$ cat src/rtl/x_delay_decode_pkg.sv
// Shared constants, state encoding and helpers for the delay-line TDC decoder.
package x_delay_pkg;

    localparam int DL_WIDTH = 32;
    localparam int POS_W    = 6;

    // Odd taps come from inverting stages, so they read back inverted.
    localparam logic [DL_WIDTH-1:0] ALT_MASK = 32'hAAAA_AAAA;
    localparam logic [POS_W-1:0]    POS_NONE = 6'd32;
    localparam logic [POS_W-1:0]    POS_MAX  = 6'd63;

    typedef enum logic [1:0] {
        IDLE = 2'd0,
        CAPT = 2'd1,
        DONE = 2'd2
    } state_t;

    function automatic logic maj3(input logic a, input logic b, input logic c);
        return (a & b) | (a & c) | (b & c);
    endfunction

endpackage

$ cat src/rtl/x_delay_decode_if.sv
// Snapshot, control and result-handshake bundle of the delay-line decoder.
interface x_delay_decode_if #(
    parameter int ACC_W = 14
);
    logic [31:0]      i_data;
    logic             i_start;
    logic             o_busy;
    logic [5:0]       o_pos;
    logic             o_valid;
    logic             i_ready;
    logic [ACC_W-1:0] o_sum;
    logic [5:0]       o_min;
    logic [5:0]       o_max;

    modport master (
        output i_data, i_start, i_ready,
        input  o_busy, o_pos, o_valid, o_sum, o_min, o_max
    );

    modport slave (
        input  i_data, i_start, i_ready,
        output o_busy, o_pos, o_valid, o_sum, o_min, o_max
    );
endinterface

$ cat src/rtl/x_delay_decode_pos_enc.sv
// Combinational edge locator: tap normalisation, optional bubble filter
// (X_DELAY_DECODE_MAJ_EN) and priority encode of the first transition.
module x_delay_pos_enc
    import x_delay_pkg::*;
(
    input  logic [DL_WIDTH-1:0] i_data,
    output logic [POS_W-1:0]    o_pos
);

    logic [DL_WIDTH-1:0] norm_s;
    logic [DL_WIDTH-1:0] filt_s;
    logic [POS_W-1:0]    pos_s;

    // Normalise taps and optionally remove single-tap bubbles.
    always_comb begin
        norm_s = i_data ^ ALT_MASK;
        filt_s = norm_s;
`ifdef X_DELAY_DECODE_MAJ_EN
        for (int i = 1; i < DL_WIDTH - 1; i++) begin
            filt_s[i] = maj3(norm_s[i-1], norm_s[i], norm_s[i+1]);
        end
`else
        filt_s = norm_s;
`endif
    end

    // Scan from the top down so the lowest differing tap wins.
    always_comb begin
        pos_s = POS_NONE;
        for (int i = DL_WIDTH - 1; i >= 1; i--) begin
            pos_s = (filt_s[i] != filt_s[0]) ? POS_W'(i) : pos_s;
        end
    end

    assign o_pos = pos_s;

endmodule

$ cat src/rtl/x_delay_decode.sv
// Delay-line TDC back-end: registered edge position plus N_SAMPLES
// sum/min/max measurement returned over valid/ready. Option: X_DELAY_DECODE_MAJ_EN.
module x_delay_decode
    import x_delay_pkg::*;
#(
    parameter int N_SAMPLES = 16,
    parameter int CNT_W     = 8
) (
    input  logic          i_clk,
    input  logic          i_rst,
    x_delay_decode_if.slave bus
);

    localparam int ACC_W = POS_W + CNT_W;
    localparam logic [CNT_W-1:0] CNT_LAST = CNT_W'(N_SAMPLES - 1);

    logic [POS_W-1:0] pos_s;
    logic [POS_W-1:0] pos_r;
    state_t           state_r;
    logic [CNT_W-1:0] cnt_r;
    logic [ACC_W-1:0] sum_r;
    logic [POS_W-1:0] min_r;
    logic [POS_W-1:0] max_r;
    logic             busy_r;
    logic             valid_r;

    x_delay_pos_enc u_pos_enc (
        .i_data (bus.i_data),
        .o_pos  (pos_s)
    );

    // Live edge position, one cycle behind the snapshot.
    always_ff @(posedge i_clk or posedge i_rst) begin
        if (i_rst) begin
            pos_r <= 6'd0;
        end else begin
            pos_r <= pos_s;
        end
    end

    // Measurement FSM with accumulators and result handshake.
    always_ff @(posedge i_clk or posedge i_rst) begin
        if (i_rst) begin
            state_r <= IDLE;
            cnt_r   <= '0;
            sum_r   <= '0;
            min_r   <= 6'd0;
            max_r   <= 6'd0;
            busy_r  <= 1'b0;
            valid_r <= 1'b0;
        end else begin
            case (state_r)
                IDLE: begin
                    if (bus.i_start) begin
                        state_r <= CAPT;
                        busy_r  <= 1'b1;
                        cnt_r   <= '0;
                        sum_r   <= '0;
                        min_r   <= POS_MAX;
                        max_r   <= 6'd0;
                    end
                end
                CAPT: begin
                    // pos_r here is the snapshot taken while i_start was high.
                    sum_r <= sum_r + {{(ACC_W-POS_W){1'b0}}, pos_r};
                    cnt_r <= cnt_r + {{(CNT_W-1){1'b0}}, 1'b1};
                    if (pos_r < min_r) begin
                        min_r <= pos_r;
                    end
                    if (pos_r > max_r) begin
                        max_r <= pos_r;
                    end
                    if (cnt_r == CNT_LAST) begin
                        state_r <= DONE;
                        valid_r <= 1'b1;
                    end
                end
                DONE: begin
                    if (valid_r && bus.i_ready) begin
                        state_r <= IDLE;
                        valid_r <= 1'b0;
                        busy_r  <= 1'b0;
                    end
                end
                default: begin
                    state_r <= IDLE;
                    valid_r <= 1'b0;
                    busy_r  <= 1'b0;
                end
            endcase
        end
    end

    assign bus.o_pos   = pos_r;
    assign bus.o_busy  = busy_r;
    assign bus.o_valid = valid_r;
    assign bus.o_sum   = sum_r;
    assign bus.o_min   = min_r;
    assign bus.o_max   = max_r;

endmodule

$ cat src/flat_wrapper.sv
// flat-port wrapper written by rule: the top's interface ports become plain ports
module x_delay_decode_flat import x_delay_pkg::*;
#(
    parameter int N_SAMPLES = 16,
    parameter int CNT_W     = 8
)
  (i_clk, i_rst, bus_i_data, bus_i_start, bus_i_ready, bus_o_busy, bus_o_pos, bus_o_valid, bus_o_sum, bus_o_min, bus_o_max);
  x_delay_decode_if bus_i ();
  input  logic i_clk;
  input  logic i_rst;
  input wire logic [$bits(bus_i.i_data)-1:0] bus_i_data;
  input wire logic [$bits(bus_i.i_start)-1:0] bus_i_start;
  input wire logic [$bits(bus_i.i_ready)-1:0] bus_i_ready;
  output wire logic [$bits(bus_i.o_busy)-1:0] bus_o_busy;
  output wire logic [$bits(bus_i.o_pos)-1:0] bus_o_pos;
  output wire logic [$bits(bus_i.o_valid)-1:0] bus_o_valid;
  output wire logic [$bits(bus_i.o_sum)-1:0] bus_o_sum;
  output wire logic [$bits(bus_i.o_min)-1:0] bus_o_min;
  output wire logic [$bits(bus_i.o_max)-1:0] bus_o_max;
  assign bus_i.i_data = bus_i_data;
  assign bus_i.i_start = bus_i_start;
  assign bus_i.i_ready = bus_i_ready;
  assign bus_o_busy = bus_i.o_busy;
  assign bus_o_pos = bus_i.o_pos;
  assign bus_o_valid = bus_i.o_valid;
  assign bus_o_sum = bus_i.o_sum;
  assign bus_o_min = bus_i.o_min;
  assign bus_o_max = bus_i.o_max;
  x_delay_decode #(.N_SAMPLES(N_SAMPLES), .CNT_W(CNT_W)) u_core (.i_clk(i_clk), .i_rst(i_rst), .bus(bus_i));
endmodule
$ cat config.mk
export PLATFORM = sky130hd
export DESIGN_NAME = x_delay_decode_flat
export DESIGN_NICKNAME = d
export VERILOG_FILES = /design/src/rtl/x_delay_decode_pkg.sv /design/src/rtl/x_delay_decode_if.sv /design/src/rtl/x_delay_decode_pos_enc.sv /design/src/rtl/x_delay_decode.sv /design/src/flat_wrapper.sv
export SDC_FILE = /design/constraint.sdc
export NUM_CORES = 1
export LEC_CHECK = 0
export BUFFER_PORTS_ARGS = -buffer_cell sky130_fd_sc_hd__buf_2
export CELL_PAD_IN_SITES_DETAIL_PLACEMENT = 0
export CELL_PAD_IN_SITES_GLOBAL_PLACEMENT = 1
export CORE_UTILIZATION = 45
export DETAILED_ROUTE_END_ITERATION = 16
export PLACE_DENSITY_LB_ADDON = 0.1
export SETUP_SLACK_MARGIN = 0.5
export SKIP_CTS_REPAIR_TIMING = 1
export SLEW_MARGIN = 20
export SYNTH_ARGS = -nofsm -noshare
export SYNTH_HDL_FRONTEND = slang
export SYNTH_HIERARCHICAL = 1
export SYNTH_SLANG_ARGS = --single-unit
$ cat constraint.sdc
create_clock -name i_clk -period 3.9 [get_ports i_clk]
set_clock_uncertainty 0.05 [all_clocks]
set_input_delay 0.78 -clock i_clk [delete_from_list [all_inputs] [get_ports i_clk]]
set_output_delay 0.78 -clock i_clk [all_outputs]
set_load 0.05 [all_outputs]
Yosys cells after proc, flatten, opt, wreduce, memory -nomap -nowiden
Cells that the tools add are included.

cells by class
  add/sub/neg operators = 2
  magnitude comparators = 2
  equality and inequality tests = 39
  multiplexer cells = 50
  bitwise logic cells = 3
  reduce and logical (&&, ||, !) cells = 9

operator list
  kind                                                                      count
  6-bit two-way mux                                                         35
  1-bit inequality test                                                     31
  14-bit case mux with 2 select lines                                       1
  6-bit case mux with 2 select lines                                        2
  16-bit NOT                                                                1
  8-bit case mux with 2 select lines                                        1
  3-bit AND reduction                                                       5
  14-bit by 6-bit adder with 14-bit output                                  1
  14-bit two-way mux                                                        1
  8-bit by 1-bit adder with 8-bit output (second input constant)            1
  8-bit by 4-bit equality test with 1-bit output (second input constant)    1
  8-bit two-way mux                                                         1
  2-bit by 1-bit inequality test with 1-bit output (second input constant)  4
  6-bit greater-than comparator                                             1
  6-bit < comparator                                                        1
  2-bit two-way mux                                                         3
  1-bit case mux with 3 select lines                                        2
  2-bit case mux with 3 select lines                                        1
  1-bit two-way mux                                                         3
  2-bit by 1-bit equality test with 1-bit output (second input constant)    1
  2-bit equality test (second input constant)                               1
  2-bit zero test                                                           1
  2-bit inequality test (second input constant)                             1
  1-bit NOT                                                                 2
  other kinds (3)                                                           3

word-level totals
  register bits after elaboration = 44
  bits of input ports = 36
  output and inout port bits = 34
  logic and storage cells = 113

Longest topological paths before layout
  depth after elaboration = 33
  gate-level depth with buffers = 7
  depth with buffers taken out = 7

Cells and area by module
Netlist, hierarchy kept.

modules (own cells, without submodules)
  module           instances  cells each  area an instance (µm²)  sequential area each (µm²)
  x_delay_decode   1          247         2469.9                  1101.1
  x_delay_pos_enc  1          141         962.2                   0.0

Worst setup path after synthesis
OpenSTA, ideal clock, no wires.

  kind = register to register
  start point = reg u_core.pos_r[0] (netlist: u_core/bus.o_pos[0])
  end point = reg u_core.sum_r[8] (netlist: u_core/bus.o_sum[8])
  library setup time = 0.149 ns
  data arrival time = 2.095 ns
  data required time = 3.701 ns
  setup slack = 1.606 ns
  cell stages (with the launch flop) = 8
  buffers on the path = 0
  clock period less this slack = 2.294 ns
  cell sequence = dfrtp_1 > ha_1 > inv_1 > fa_1 > nand2b_1 > a21oi_1 > o311ai_0 > mux2i_1

on the way
  cells in the longest elaborated chain, start to end = 2

ends and longest elaborated chain
  item                                      line                  RTL
  from (decl)                               x_delay_decode.sv:18  logic [POS_W-1:0] pos_r;
  from (signal assigned)                    x_delay_decode.sv:37  pos_r <= pos_s;
  14-bit by 6-bit adder with 14-bit output  x_delay_decode.sv:65  sum_r <= sum_r + {{(ACC_W-POS_W){1'b0}}, pos_r};
  14-bit case mux with 2 select lines       x_delay_decode.sv:52  case (state_r)
  to (signal assigned)                      x_delay_decode.sv:65
  to (decl)                                 x_delay_decode.sv:21  logic [ACC_W-1:0] sum_r;

No other way between the ends.
A chain may end at the register's enable or synchronous reset.

Final worst setup path
  start point = reg u_core.pos_r[1] (netlist: u_core/bus.o_pos[1])
  end point = reg u_core.sum_r[8] (netlist: u_core/bus.o_sum[8])

The elaborated chain is that of the path after synthesis.

==> results.md <==
* LEAKAGE at between 0.0015 and 0.002 uW
* Final TNS setup at 0 ns
* Power per cell area at roughly 540 nW/um2
* First drt pass iteration count at 4
* Via count of the first global-routing pass at 2862
* Leading register cell type out of synthesis: sky130_fd_sc_hd__dfrtp_1
* Hold Crit Start: u_core/bus.o_valid
* Actual transition at the worst max-transition pin at around 0.7 ns
* Warning count from the yosys run at 6
* Largest vdd supply drop at 0.200 mV
* Number of maximum-capacitance constraint violations at 0
* Worst path arrival time at around 2.4 ns
* Clk sinks at 44
* Count of input and output buffers at 69
* GR met3 Demand/Resource at 3.14%
* Reg-to-reg startpoint: u_core/bus.o_pos[1]
* # IOs at 70
* Post-layout min period at between 2 and 2.5 ns
* Count of flip-flops with a built-in enable after synthesis at 0
* Grt ovf at 0
* Largest fanout of any net on the critical path at 7
* Maximum number of pins on one net before global-route repair at 45
* Global-route usage over all layers at 21.8%
* Final count of hold timing violations at 0
* Initial DRC Count at 150
* Setup repair after global routing missed its margin: no
* CP Launch Point: u_core/bus.o_pos[1]
* Placeable core area at between 7000 and 8000 um2
* Final estimated routing congestion in global placement at approximately 0.8
* Post-synthesis mux area share at approximately 5.8%
* Final max-slew violation count at 0
* Most Crowded Layer GR: met2
* Synthesized cell area at approximately 3400 um2
* Number of setup violations in the final report at 0
* Number of distinct library cells after synthesis at 82
* Maximum clock insertion buffer count at 2
* Placed instance count at approximately 550
* Per-cell routed wire length at between 10 and 15 um
* Register bit count reported by yosys at 44
* Adder-cell area share of the yosys netlist at a little over 7%
* Outcome: complete, no violations
* Kind of end point of the critical path: register
* Classification of the worst setup path: reg -> reg
* # diodes at 0
* Met1 global-route usage at between 20 and 30%
* Endpoint of the worst hold path: u_core/bus.o_valid
* Reg2Reg Depth at 6
* Mean number of vias per cell at approximately 5.7
* Period Utilization, post-route at a little under 60%
* Total Wirelength at 8110 um
* Compound-gate portion of the synthesized area at between 20% and 30%
* Antenna violations before repair at 0
* Highest Clock Rate at between 400 and 500 MHz
* Nets at 511
* Startpoint kind of the worst setup timing path: register
* Proportion of synthesized flip-flops having asynchronous set or reset at 100%
* Worst reg2reg endpoint: u_core/bus.o_sum[8]
* Root buffer cell: sky130_fd_sc_hd__clkbuf_8
* Number of nets with antenna violations after routing at 0
* Width of the die at ~90 um
* Count of placed standard cells in the final layout, fillers left out at between 500 and 600
* Clock insertion delay at the later pin of the skew report at between 0.2 and 0.3 ns
* Total die area at roughly 8000 um2
* First-pass GRT wire length at 13500 um
* Required arrival time at the worst endpoint at around 4 ns
* Mapped Nets at 443
* Area growth from synthesis to final layout at 14.7%
* TritonCTS Buffers at 5
* Mapped Avg Cell Area at ~9 um2
* Register area share after synthesis at 32.1%
* Dominant combinational cell family by area after synthesis: compound AO/OA/AOI/OAI gates
* Clock input transition at the sequential cells of the worst setup and hold paths at ~0.08 ns
* Total vias in the final route at 3155
* Remaining max-slew budget at the tightest pin at 51.7%
* Starting density of the core at a little under half
* Detailed-route DRC error count at 0
* Number of instances on the worst hold path at 2
* Gate count of the mapped netlist at just under 400
* Post-synthesis share of cell area spent on xor and xnor gates at under 10%
* Simple-gate share of the synthesized area at about a quarter
* Slack of the worst reg-to-reg path at approximately 1.6 ns
* Floorplan row count at 31
* Half-perimeter wire length after detailed placement at 6120 um
* CTS tree: yes
* Height of the chip at between 80 and 90 um
* Class of the most critical hold timing path: reg -> reg
* CTS H-tree lvls at 2
* Met2 usage in global routing at 38.8%
* Ratio of cells with drive above 1 in the final layout at about 21%
==> synthesized netlist by cell type, drive strengths merged, types with 6 or more instances <==
| cell | count | area share [%] |
|---|---|---|
| nand2 | 41 | 4.5 |
| nand2b | 14 | 2.6 |
| and3 | 6 | 1.1 |
| ha | 18 | 6.6 |
| a21oi | 17 | 2.5 |
| nor2 | 29 | 3.2 |
| nand3 | 6 | 0.87 |
| a31oi | 6 | 1.1 |
| o21ai | 31 | 4.5 |
| nor3 | 7 | 1.2 |
| clkbuf | 7 | 0.77 |
| mux2i | 16 | 5.0 |
| a211oi | 7 | 1.7 |
| nor3b | 6 | 1.6 |
| dfrtp | 44 | 32 |
| inv | 21 | 2.3 |
| nor2b | 12 | 2.2 |
==> logic make-up (layout without fill, tap and decap cells) <==
logic type      after synthesis  after routing
mux                          18             18
simple gates                153            153
xor+xnor                      4              4
compound gates              117            117
fa+ha+maj                    19             19
flops                        44             44
buf+inv                      33            101
==> placed cells by master, fill, tap and decap left out, types with 6 or more instances in the layout <==
cell,synthesis,routed
sky130_fd_sc_hd__inv_1,20,19
sky130_fd_sc_hd__dfrtp_1,44,44
sky130_fd_sc_hd__a211oi_1,6,6
sky130_fd_sc_hd__nand3_1,6,6
sky130_fd_sc_hd__ha_1,18,18
sky130_fd_sc_hd__a21oi_1,17,17
sky130_fd_sc_hd__buf_2,1,69
sky130_fd_sc_hd__nand2b_1,13,13
sky130_fd_sc_hd__o21ai_0,23,23
sky130_fd_sc_hd__nor2b_1,12,12
sky130_fd_sc_hd__and3_1,6,6
sky130_fd_sc_hd__nand2_1,41,41
sky130_fd_sc_hd__nor3_1,6,6
sky130_fd_sc_hd__a31oi_1,6,6
sky130_fd_sc_hd__o21ai_1,8,8
sky130_fd_sc_hd__nor2_1,28,28
sky130_fd_sc_hd__mux2i_1,15,15
==> registers in the layout, indices dropped and copies added, names as in the netlist <==
register / count
u_core/bus.o_pos: 6
u_core/cnt_r: 8
u_core/bus.o_busy: 1
u_core/bus.o_valid: 1
u_core/state_r: 2
u_core/bus.o_max: 6
u_core/bus.o_sum: 14
u_core/bus.o_min: 6
==> routing by layer <==
metal | up-vias | wire (um)
li1 | 1573 | -
met1 | 1513 | 3720
met5 | - | 0
met2 | 57 | 4030
met4 | 0 | 114
met3 | 12 | 252
==> worst max-delay path: stages, from the launching register on <==
cell	delay, ns
sky130_fd_sc_hd__dfrtp_1	0.56
sky130_fd_sc_hd__inv_1	0.12
sky130_fd_sc_hd__fa_1	0.47
sky130_fd_sc_hd__nand2b_1	0.19
sky130_fd_sc_hd__a21oi_1	0.37
sky130_fd_sc_hd__o311ai_0	0.22
sky130_fd_sc_hd__mux2i_1	0.15
==> worst max path at each step <==
stage	slack [ns]	cells after the start	endpoint
global route	1.44	7	u_core/bus.o_sum[12]
global placement	1.54	5	u_core/bus.o_max[0]
detailed placement	1.47	5	u_core/bus.o_max[0]
finish	1.64	6	u_core/bus.o_sum[8]
CTS	1.63	6	u_core/bus.o_sum[12]
floorplan	1.61	7	u_core/bus.o_sum[8]
==> cell type report <==
cell class / count / area [um2]
fill: 719 / 3390
multi-input combinational: 311 / 2180
sequential: 44 / 1100
timing repair buffer: 73 / 375
tap: 99 / 124
inverter: 21 / 78.8
clock buffer: 6 / 72.6
clock inverter: 1 / 5.00
==> report_power, final <==
| part | total, uW | internal, uW | switching, uW |
|---|---|---|---|
| logic | 1160 | 408 | 751 |
| clock network | 269 | 122 | 147 |
| registers | 706 | 580 | 126 |
| total | 2130 | 1110 | 1020 |
==> metrics by stage <==
step	hold WS (ns)	cell area [um2]	worst slack [ns]	total power, uW	util, %
final	0.449	3940	1.64	2130	53.7
after detailed placement	0.438	3860	1.47	1880	52.6
after global placement	0.432	3860	1.54	1860	52.6
after CTS	0.459	3940	1.63	2150	53.7
after floorplan	0.424	3430	1.61	1600	-
after global routing	0.494	3940	1.44	2300	53.7
Note: power is estimated with default switching activity, not from simulation.
